**src/rtl/math_game_core.sv**
```systemverilog
// rtl/math_game_core.sv - mental-arithmetic game core: shows LFSR terms, folds them mod 100, scores the answer
`timescale 1ns/1ps
module math_game_core #(
    parameter int NUM_TERMS  = 5,
    parameter int TERM_W     = 5,
    parameter int SHOW_CYC   = 1,
    parameter int ANSWER_CYC = 15,
    parameter int RESULT_CYC = 4,
    parameter int SCORE_W    = 4
) (
    input  logic               clk,
    input  logic               rst,
    input  logic               start,
    input  logic               mode,
    input  logic [TERM_W-1:0]  seed,
    input  logic [6:0]         switch,
    output logic [6:0]         value,
    output logic [6:0]         led,
    output logic               busy,
    output logic               result_valid,
    output logic               correct,
    output logic [SCORE_W-1:0] score
);

    typedef enum logic [2:0] {
        S_IDLE,
        S_SHOW,
        S_BLANK,
        S_ANSWER,
        S_RESULT
    } state_t;

    localparam int MAX_CYC = (SHOW_CYC > ANSWER_CYC) ?
                             ((SHOW_CYC > RESULT_CYC) ? SHOW_CYC : RESULT_CYC) :
                             ((ANSWER_CYC > RESULT_CYC) ? ANSWER_CYC : RESULT_CYC);
    localparam int CNT_W = (MAX_CYC > 1) ? $clog2(MAX_CYC) : 1;
    // Second feedback tap: width 5 uses bit 2, widths 4 and 6 use the bit below the MSB
    localparam int TAP = (TERM_W == 5) ? 2 : TERM_W - 2;
    // Non-zero fallback pattern 1010...1, also the reset value of the LFSR
    localparam logic [TERM_W-1:0] ALT_PAT = TERM_W'(32'h5555_5555);

    state_t             r_state, w_state_nxt;
    logic [CNT_W-1:0]   r_cnt, w_cnt_nxt;
    logic [3:0]         r_idx, w_idx_nxt;
    logic [TERM_W-1:0]  r_lfsr, w_lfsr_nxt;
    logic [6:0]         r_sum, w_sum_nxt;
    logic               r_mode, w_mode_nxt;
    logic [6:0]         r_answer, w_answer_nxt;
    logic [6:0]         r_value, w_value_nxt;
    logic [6:0]         r_led, w_led_nxt;
    logic               r_busy, w_busy_nxt;
    logic               r_rv, w_rv_nxt;
    logic               r_correct, w_correct_nxt;
    logic [SCORE_W-1:0] r_score, w_score_nxt;

    logic [TERM_W-1:0]  w_lfsr_step;
    logic [7:0]         w_add_full;
    logic [6:0]         w_term7;
    logic [6:0]         w_add7;
    logic [6:0]         w_sub7;
    logic [6:0]         w_folded;
    logic               w_op_sub;
    logic               w_match;

    // Term folding: sum stays in 0..99; 7-bit wraparound arithmetic is exact because results never leave that range
    always_comb begin
        w_lfsr_step = {r_lfsr[TERM_W-2:0], r_lfsr[TERM_W-1] ^ r_lfsr[TAP]};
        w_term7     = {{(7-TERM_W){1'b0}}, r_lfsr};
        w_add_full  = {1'b0, r_sum} + {1'b0, w_term7};
        w_add7      = (w_add_full >= 8'd100) ? (r_sum + w_term7 - 7'd100) : (r_sum + w_term7);
        w_sub7      = (r_sum < w_term7) ? (r_sum - w_term7 + 7'd100) : (r_sum - w_term7);
        w_op_sub    = r_mode && r_idx[0];
        w_folded    = w_op_sub ? w_sub7 : w_add7;
        w_match     = (switch == r_sum);
    end

    // Next-state, datapath updates and next registered outputs
    always_comb begin
        w_state_nxt   = r_state;
        w_cnt_nxt     = r_cnt;
        w_idx_nxt     = r_idx;
        w_lfsr_nxt    = r_lfsr;
        w_sum_nxt     = r_sum;
        w_mode_nxt    = r_mode;
        w_answer_nxt  = r_answer;
        w_correct_nxt = r_correct;
        w_score_nxt   = r_score;
        case (r_state)
            S_IDLE: begin
                if (start) begin
                    w_lfsr_nxt  = (seed == '0) ? ALT_PAT : seed;
                    w_sum_nxt   = 7'd0;
                    w_idx_nxt   = 4'd0;
                    w_cnt_nxt   = '0;
                    w_mode_nxt  = mode;
                    w_state_nxt = S_SHOW;
                end
            end
            S_SHOW: begin
                if (r_cnt == CNT_W'(SHOW_CYC - 1)) begin
                    w_cnt_nxt  = '0;
                    w_sum_nxt  = w_folded;
                    w_lfsr_nxt = w_lfsr_step;
                    w_idx_nxt  = r_idx + 4'd1;
                    if (r_idx == 4'(NUM_TERMS - 1)) begin
                        w_state_nxt = S_BLANK;
                    end
                end else begin
                    w_cnt_nxt = r_cnt + 1'b1;
                end
            end
            S_BLANK: begin
                w_cnt_nxt   = '0;
                w_state_nxt = S_ANSWER;
            end
            S_ANSWER: begin
                if (r_cnt == CNT_W'(ANSWER_CYC - 1)) begin
                    w_cnt_nxt     = '0;
                    w_answer_nxt  = switch;
                    w_correct_nxt = w_match;
                    if (w_match && (r_score != {SCORE_W{1'b1}})) begin
                        w_score_nxt = r_score + 1'b1;
                    end
                    w_state_nxt = S_RESULT;
                end else begin
                    w_cnt_nxt = r_cnt + 1'b1;
                end
            end
            S_RESULT: begin
                w_correct_nxt = (r_answer == r_sum);
                if (r_cnt == CNT_W'(RESULT_CYC - 1)) begin
                    w_cnt_nxt   = '0;
                    w_state_nxt = S_IDLE;
                end else begin
                    w_cnt_nxt = r_cnt + 1'b1;
                end
            end
            default: begin
                w_cnt_nxt   = '0;
                w_state_nxt = S_IDLE;
            end
        endcase

        w_value_nxt = 7'd0;
        w_led_nxt   = 7'd0;
        case (w_state_nxt)
            S_SHOW: begin
                w_value_nxt = {{(7-TERM_W){1'b0}}, w_lfsr_nxt};
                w_led_nxt   = {{(7-TERM_W){1'b0}}, w_lfsr_nxt};
            end
            S_ANSWER: begin
                w_value_nxt = switch;
            end
            S_RESULT: begin
                w_value_nxt = w_sum_nxt;
                w_led_nxt   = w_correct_nxt ? 7'b1111111 : 7'b1010101;
            end
            default: begin
                w_value_nxt = 7'd0;
            end
        endcase
        w_busy_nxt = (w_state_nxt != S_IDLE);
        w_rv_nxt   = (w_state_nxt == S_RESULT);
    end

    // State and output registers; reset wins over everything including a round in progress
    always_ff @(posedge clk) begin
        if (rst) begin
            r_state   <= S_IDLE;
            r_cnt     <= '0;
            r_idx     <= 4'd0;
            r_lfsr    <= ALT_PAT;
            r_sum     <= 7'd0;
            r_mode    <= 1'b0;
            r_answer  <= 7'd0;
            r_value   <= 7'd0;
            r_led     <= 7'd0;
            r_busy    <= 1'b0;
            r_rv      <= 1'b0;
            r_correct <= 1'b0;
            r_score   <= '0;
        end else begin
            r_state   <= w_state_nxt;
            r_cnt     <= w_cnt_nxt;
            r_idx     <= w_idx_nxt;
            r_lfsr    <= w_lfsr_nxt;
            r_sum     <= w_sum_nxt;
            r_mode    <= w_mode_nxt;
            r_answer  <= w_answer_nxt;
            r_value   <= w_value_nxt;
            r_led     <= w_led_nxt;
            r_busy    <= w_busy_nxt;
            r_rv      <= w_rv_nxt;
            r_correct <= w_correct_nxt;
            r_score   <= w_score_nxt;
        end
    end

    assign value        = r_value;
    assign led          = r_led;
    assign busy         = r_busy;
    assign result_valid = r_rv;
    assign correct      = r_correct;
    assign score        = r_score;

endmodule

```
**config.mk**
```make
export PLATFORM = sky130hd
export DESIGN_NAME = math_game_core
export DESIGN_NICKNAME = d
export VERILOG_FILES = /design/src/rtl/math_game_core.sv
export SDC_FILE = /design/constraint.sdc
export NUM_CORES = 1
export LEC_CHECK = 0
export ABC_AREA = 1
export CAP_MARGIN = 40
export CELL_PAD_IN_SITES_DETAIL_PLACEMENT = 1
export CELL_PAD_IN_SITES_GLOBAL_PLACEMENT = 1
export CORE_ASPECT_RATIO = 0.5
export CORE_UTILIZATION = 40
export CTS_BUF_LIST = sky130_fd_sc_hd__clkbuf_2 sky130_fd_sc_hd__clkbuf_4 sky130_fd_sc_hd__clkbuf_8
export CTS_CLUSTER_SIZE = 28
export DETAILED_ROUTE_END_ITERATION = 8
export GPL_TIMING_DRIVEN = 0
export HOLD_SLACK_MARGIN = 0.15
export PLACE_DENSITY = 0.77
export SLEW_MARGIN = 20
export SYNTH_ARGS = -nofsm -noshare
export SYNTH_HDL_FRONTEND = slang
export SYNTH_SLANG_ARGS = --single-unit
```
**constraint.sdc**
```tcl
create_clock -name clk -period 5.6 [get_ports clk]
set_clock_uncertainty 0.05 [all_clocks]
set_input_delay 1.12 -clock clk [delete_from_list [all_inputs] [get_ports clk]]
set_output_delay 1.12 -clock clk [all_outputs]
set_load 0.03 [all_outputs]
```
=== Word-level counts from Yosys, hierarchy flattened ===
Index checks and enable logic that the tools add are counted.

* Add/sub/neg operators: 8
* Magnitude comparators: 2
* Eq/ne operators: 15
* Mux-type cells: 28
* Bitwise gates (word level): 1
* Reduce and logical (&&, ||, !) cells: 11

{| class="wikitable"
|+ Operators with widths
! cell !! number
|-
| $mux 7 || 5
|-
| $pmux 7 s2 || 2
|-
| $pmux 7 s3 || 1
|-
| $mux 4 || 5
|-
| $pmux 4 s4 || 1
|-
| $mux 3 || 5
|-
| $mux 5 || 3
|-
| $pmux 3 s5 || 1
|-
| $eq 7x7->1 || 2
|-
| $add 4x1->4 const B || 3
|-
| $pmux 5 s2 || 1
|-
| $eq 3x2->1 const B || 3
|-
| $add 7x5->8 || 1
|-
| $ge 8x7->1 const B || 1
|-
| $pmux 4 s2 || 1
|-
| $add 7x5->7 || 1
|-
| $add 7x7->7 const B || 1
|-
| $lt 7x5->1 || 1
|-
| $sub 7x5->7 || 1
|-
| $sub 7x7->7 const B || 1
|-
| $eq 3x1->1 const B || 2
|-
| $eq 3x3->1 const B || 2
|-
| $mux 6 || 1
|-
| $reduce_and 3->1 || 2
|-
| 15 further kinds || 18
|}

* Register bits: 52
* Input port bits: 16
* Output and inout port bits: 21
* Word-level logic and storage cells: 78

=== Depth between registers and ports, before layout ===
* Depth after elaboration: 7
* Depth in mapped cells: 20
* Depth with buffers taken out: 20

=== Worst setup path after synthesis ===
OpenSTA, ideal clock, no wires.

* Path kind: register to register
* Start: register r_sum[0]
* End: register r_value[4], in the netlist value[4]
* Setup time: 0.133 ns
* Arrival: 2.195 ns
* Data required time: 5.417 ns
* Path slack: 3.222 ns
* Stages on the path, launching flop included: 19
* Path buffers: 0
* Period minus slack after synthesis: 2.378 ns
* Cells stage by stage: dfxtp_1 ha_1 inv_1 fa_1 nand2_1 inv_1 nor2_1 inv_1 ha_1 nand4_1 nand3_4 nand2_4 nand2_1 nand2_1 nand2_1 nand3_2 nand2_1 nand2_1 a21oi_2

* Cells in the longest elaborated chain, start to end: 7
* Elaborated cells on any way between the ends: 13
* Classes of those cells: 5 x add/sub; 2 x order compare; 6 x mux

{| class="wikitable"
|+ Ends and longest elaborated chain
! element !! line !! source
|-
| start, declared || 46 || <nowiki>logic [6:0] r_sum, w_sum_nxt;</nowiki>
|-
| start signal, assigned || 187 || <nowiki>r_sum <= w_sum_nxt;</nowiki>
|-
| $add 7x5->7, or another cell as far along || 70 || <nowiki>w_add7 = (w_add_full >= 8'd100) ? (r_sum + w_term7 - 7'd100) : (r_sum + w_term7);</nowiki>
|-
| $sub 7x7->7, or another cell as far along || 70 ||
|-
| $mux 7 (on tied branches) || 70, 71 ||
|-
| $mux 7 * || 73 || <nowiki>w_folded = w_op_sub ? w_sub7 : w_add7;</nowiki>
|-
| $mux 7 * || 100 || <nowiki>if (r_cnt == CNT_W'(SHOW_CYC - 1)) begin</nowiki>
|-
| $pmux 7 s2 * || 88 || <nowiki>case (r_state)</nowiki>
|-
| $pmux 7 s3 * || 146 || <nowiki>case (w_state_nxt)</nowiki>
|-
| end signal, assigned || 190 || <nowiki>r_value <= w_value_nxt;</nowiki>
|-
| end, declared || 49 || <nowiki>logic [6:0] r_value, w_value_nxt;</nowiki>
|}

Mark *: on every way between the ends. The rest lies on a longest branch, timed or not.
A chain may end at the register's enable or synchronous reset.

=== Worst setup path in the final report ===
Ends and elaborated chain as after synthesis.

==> reports/qor.yml <==
report.final.setup_viol: 0
critical_path.cell_chain: "ha_1 -> inv_1 -> fa_1 -> nand2_1 -> inv_1 -> nor2_1 -> inv_1 -> ha_1 -> nand4_1 -> nand3_4 -> nand2_4 -> nand2_1 -> nand2_1 -> nand2_1 -> nand3_2 -> nand2_1 -> nand2_1 -> a21oi_2"
fin_tns_setup_ps: 0
period_minus_slack_ps: 2860
synth-edff-count: 0
hold_class: "flop to flop"
grt_first_pass_wirelength_um: 15000
n_antenna_cell: 0
io_pins: 37
slew_headroom: 0.416
die_w_um: 129
via_per_inst: 4.97
fin_worst_hold_slack_ps: 443
crit_top_cell: "sky130_fd_sc_hd__nand2_1"
yosys.area.top_type_share: 0.318
grt_util_all_layers: 0.235
drcViolationCount: 0
synth_largest_area_cell: "sky130_fd_sc_hd__dfxtp_1"
clockRootBuffer: "sky130_fd_sc_hd__clkbuf_8"
wl_um: 9010
layout.area.seq_um2: 1020
final_antenna_net_count: 0
clock_path_buffers: 2
synth.ff_latch_count: 51
instances_no_fill: 603
leakagePower_nw: 1.77
synth_cells: 452
post_synth_num_cell_types: 45
cell_area_synth_um2: 3210
timing_max_transition_violations_final: 0
number_of_sinks_on_the_clock_net: 51
clk_pin_slew_ps: 100
netlist_top_cells_count: "sky130_fd_sc_hd__nand2_1, sky130_fd_sc_hd__inv_1, sky130_fd_sc_hd__dfxtp_1, sky130_fd_sc_hd__nor2_1, sky130_fd_sc_hd__a21oi_1"
worst_pin_slew_ps: 876
core_region_area_um2: 7540
power.density_nw_per_um2: 250
grt_setup_unrepaired: "no"
ys_dominant_reg_cell: "sky130_fd_sc_hd__dfxtp_1"
final_min_period_over_clock_period: 0.511
post_cts_buffers: 0
p_comb_frac: 0.295
timing.critical_path.required_ps: 5730
cp_data_arrival_time_ps: 2990
power_share_of_the_sequential_group: 0.416
post_cts_resize_count: 0
cts_inserted_buffers: 5
crit_path_top_delay_cell: "sky130_fd_sc_hd__fa_1"
synth.most_common_cell: "sky130_fd_sc_hd__nand2_1"
critical_path.max_stage_delay_ps: 430
yosysWarnings: 0
internal_power_w: 0.000631
r2r_slack_ps: 2740
place.detailed.hpwl_um: 7280
dp_cells: 595
hold_violations: 0
global_route.overflow_total: 0
tritoncts: "yes"
detailedRoute.firstPassIterationCount: 4
multi_input_comb_area_um2: 1860
report.power.total_w: 0.000955
timing.critical_path.from_type: "flop"
pin_count_of_the_biggest_net_entering_global_routing: 17
worstSetupEndpointType: "flop"
post-place-ws_ps: 2490
async_flop_share: 0
nNetsFinal: 531
peakVddDrop_mv: 0.152
fillers: 987
syn-num-nets: 489
final_weighted_congestion_of_routability_driven_global_placement: 0.815
effective_utilization_at_floorplan: 0.425
power.clock.fraction: 0.289
synth.avg_cell_area_um2: 7.10
drc_violation_total_after_the_first_tritonroute_iteration: 160
largest_cells_by_area_after_synthesis: "sky130_fd_sc_hd__dfxtp_1, sky130_fd_sc_hd__nand2_1, sky130_fd_sc_hd__ha_1"
synth-seq-area-share: 0.318
power.switching_w: 0.000324
final.setup.worst_slack_ps: 2740
critical_path_peak_fanout: 5
cts_hold_buf: 0
run_status: "finished, final reports clean"
syn_to_final_growth_pct: 18.9
max_cap_viol_count: 0
sw_frac_of_total: 0.340
path_class: "flop to flop"
fmax_mhz: 350
clock_tree.htree_level_count: 2
grt_antenna_before_repair: 0
die_h_um: 65.3
grt_pass1_vias: 3018
clkLatencyLatePin_ps: 320
dr_total_vias: 2997
port-buffer-count: 35
wire_per_inst_um: 14.9
placementRows: 22
full_die_area_um2: 8400
drive_gt1_frac: 0.125
==> final timing paths <==
path,start,to,cells after the start
max,r_sum[0],value[4],18
min,score[1],score[1],2
max reg2reg,r_sum[0],value[4],18
min reg2reg,score[1],score[1],2
==> stage by stage <==
stage	cell area [um^2]	util
after floorplan	3210	-
after global placement	3690	0.490
after detailed placement	3690	0.490
after CTS	3810	0.506
after global routing	3810	0.506
final	3810	0.506
==> kinds of logic after synthesis <==
| group | Yosys count | synth area share |
|---|---|---|
| buffers and inverters | 81 | 0.101 |
| DFF | 51 | 0.318 |
| xor gates and xnor gates | 16 | 0.0437 |
| AOI/OAI and AO/OA | 80 | 0.149 |
| adders and majority gates | 21 | 0.0866 |
| and+or+nand+nor | 203 | 0.301 |
==> worst max-delay path, delay by kind of cell (launching register included) <==
family,cells,cell delay [ps]
AOI/OAI and AO/OA,1,50
DFF,1,410
adders and majority gates,3,880
buffers and inverters,3,240
and+or+nand+nor,11,1080
==> cell usage in the layout, fill, tap and decap left out, types with 4 or more instances in the layout <==
| cell | count |
|---|---|
| sky130_fd_sc_hd__nand3_1 | 23 |
| sky130_fd_sc_hd__nor2_2 | 8 |
| sky130_fd_sc_hd__clkbuf_8 | 6 |
| sky130_fd_sc_hd__a21oi_2 | 7 |
| sky130_fd_sc_hd__nor2_1 | 46 |
| sky130_fd_sc_hd__ha_1 | 19 |
| sky130_fd_sc_hd__o21ai_0 | 17 |
| sky130_fd_sc_hd__xnor2_1 | 4 |
| sky130_fd_sc_hd__o22ai_1 | 5 |
| sky130_fd_sc_hd__clkbuf_1 | 5 |
| sky130_fd_sc_hd__inv_2 | 12 |
| sky130_fd_sc_hd__nand4_1 | 8 |
| sky130_fd_sc_hd__nand3_2 | 4 |
| sky130_fd_sc_hd__a21oi_1 | 30 |
| sky130_fd_sc_hd__nand2_1 | 91 |
| sky130_fd_sc_hd__dfxtp_1 | 51 |
| sky130_fd_sc_hd__xor2_1 | 12 |
| sky130_fd_sc_hd__o21ai_1 | 9 |
| sky130_fd_sc_hd__clkdlybuf4s50_1 | 35 |
| sky130_fd_sc_hd__nand2_2 | 5 |
| sky130_fd_sc_hd__inv_1 | 57 |
==> routing by layer <==
metal	vias up	track usage	wire length, um
met5	-	0	0
met4	0	0.0441	74
met3	9	0.0456	465
met2	41	0.387	3990
met1	1417	0.322	4490
li1	1530	-	-
==> registers in the layout (all words and copies together) (netlist names) <==
register and cells:
r_cnt 4, value 7, r_idx 4, correct 1, score 4, busy 1
r_state 3, led 7, r_mode 1, r_lfsr 5, r_sum 7, r_answer 7
==> area by class of cell <==
type	count	share of cell area
buffer	11	0.0164
timing repair buffer	35	0.0918
clock buffer	6	0.0216
tap	108	0.0354
inverter	70	0.0689
sequential	51	0.268
multi-input combinational	320	0.488
clock inverter	2	0.0102
==> power groups by stage <==
| stage | Sequential (W) | Combinational [W] | Clock [W] |
|---|---|---|---|
| after global placement | 0.000405 | 0.000275 | 0 |
| after floorplan | 0.000415 | 0.000184 | 0 |
| final | 0.000397 | 0.000282 | 0.000276 |
| after CTS | 0.000397 | 0.000283 | 0.000286 |
| after global routing | 0.000400 | 0.000315 | 0.000299 |
| after detailed placement | 0.000405 | 0.000282 | 0 |
No activity file was read; power rests on OpenSTA's default activity.
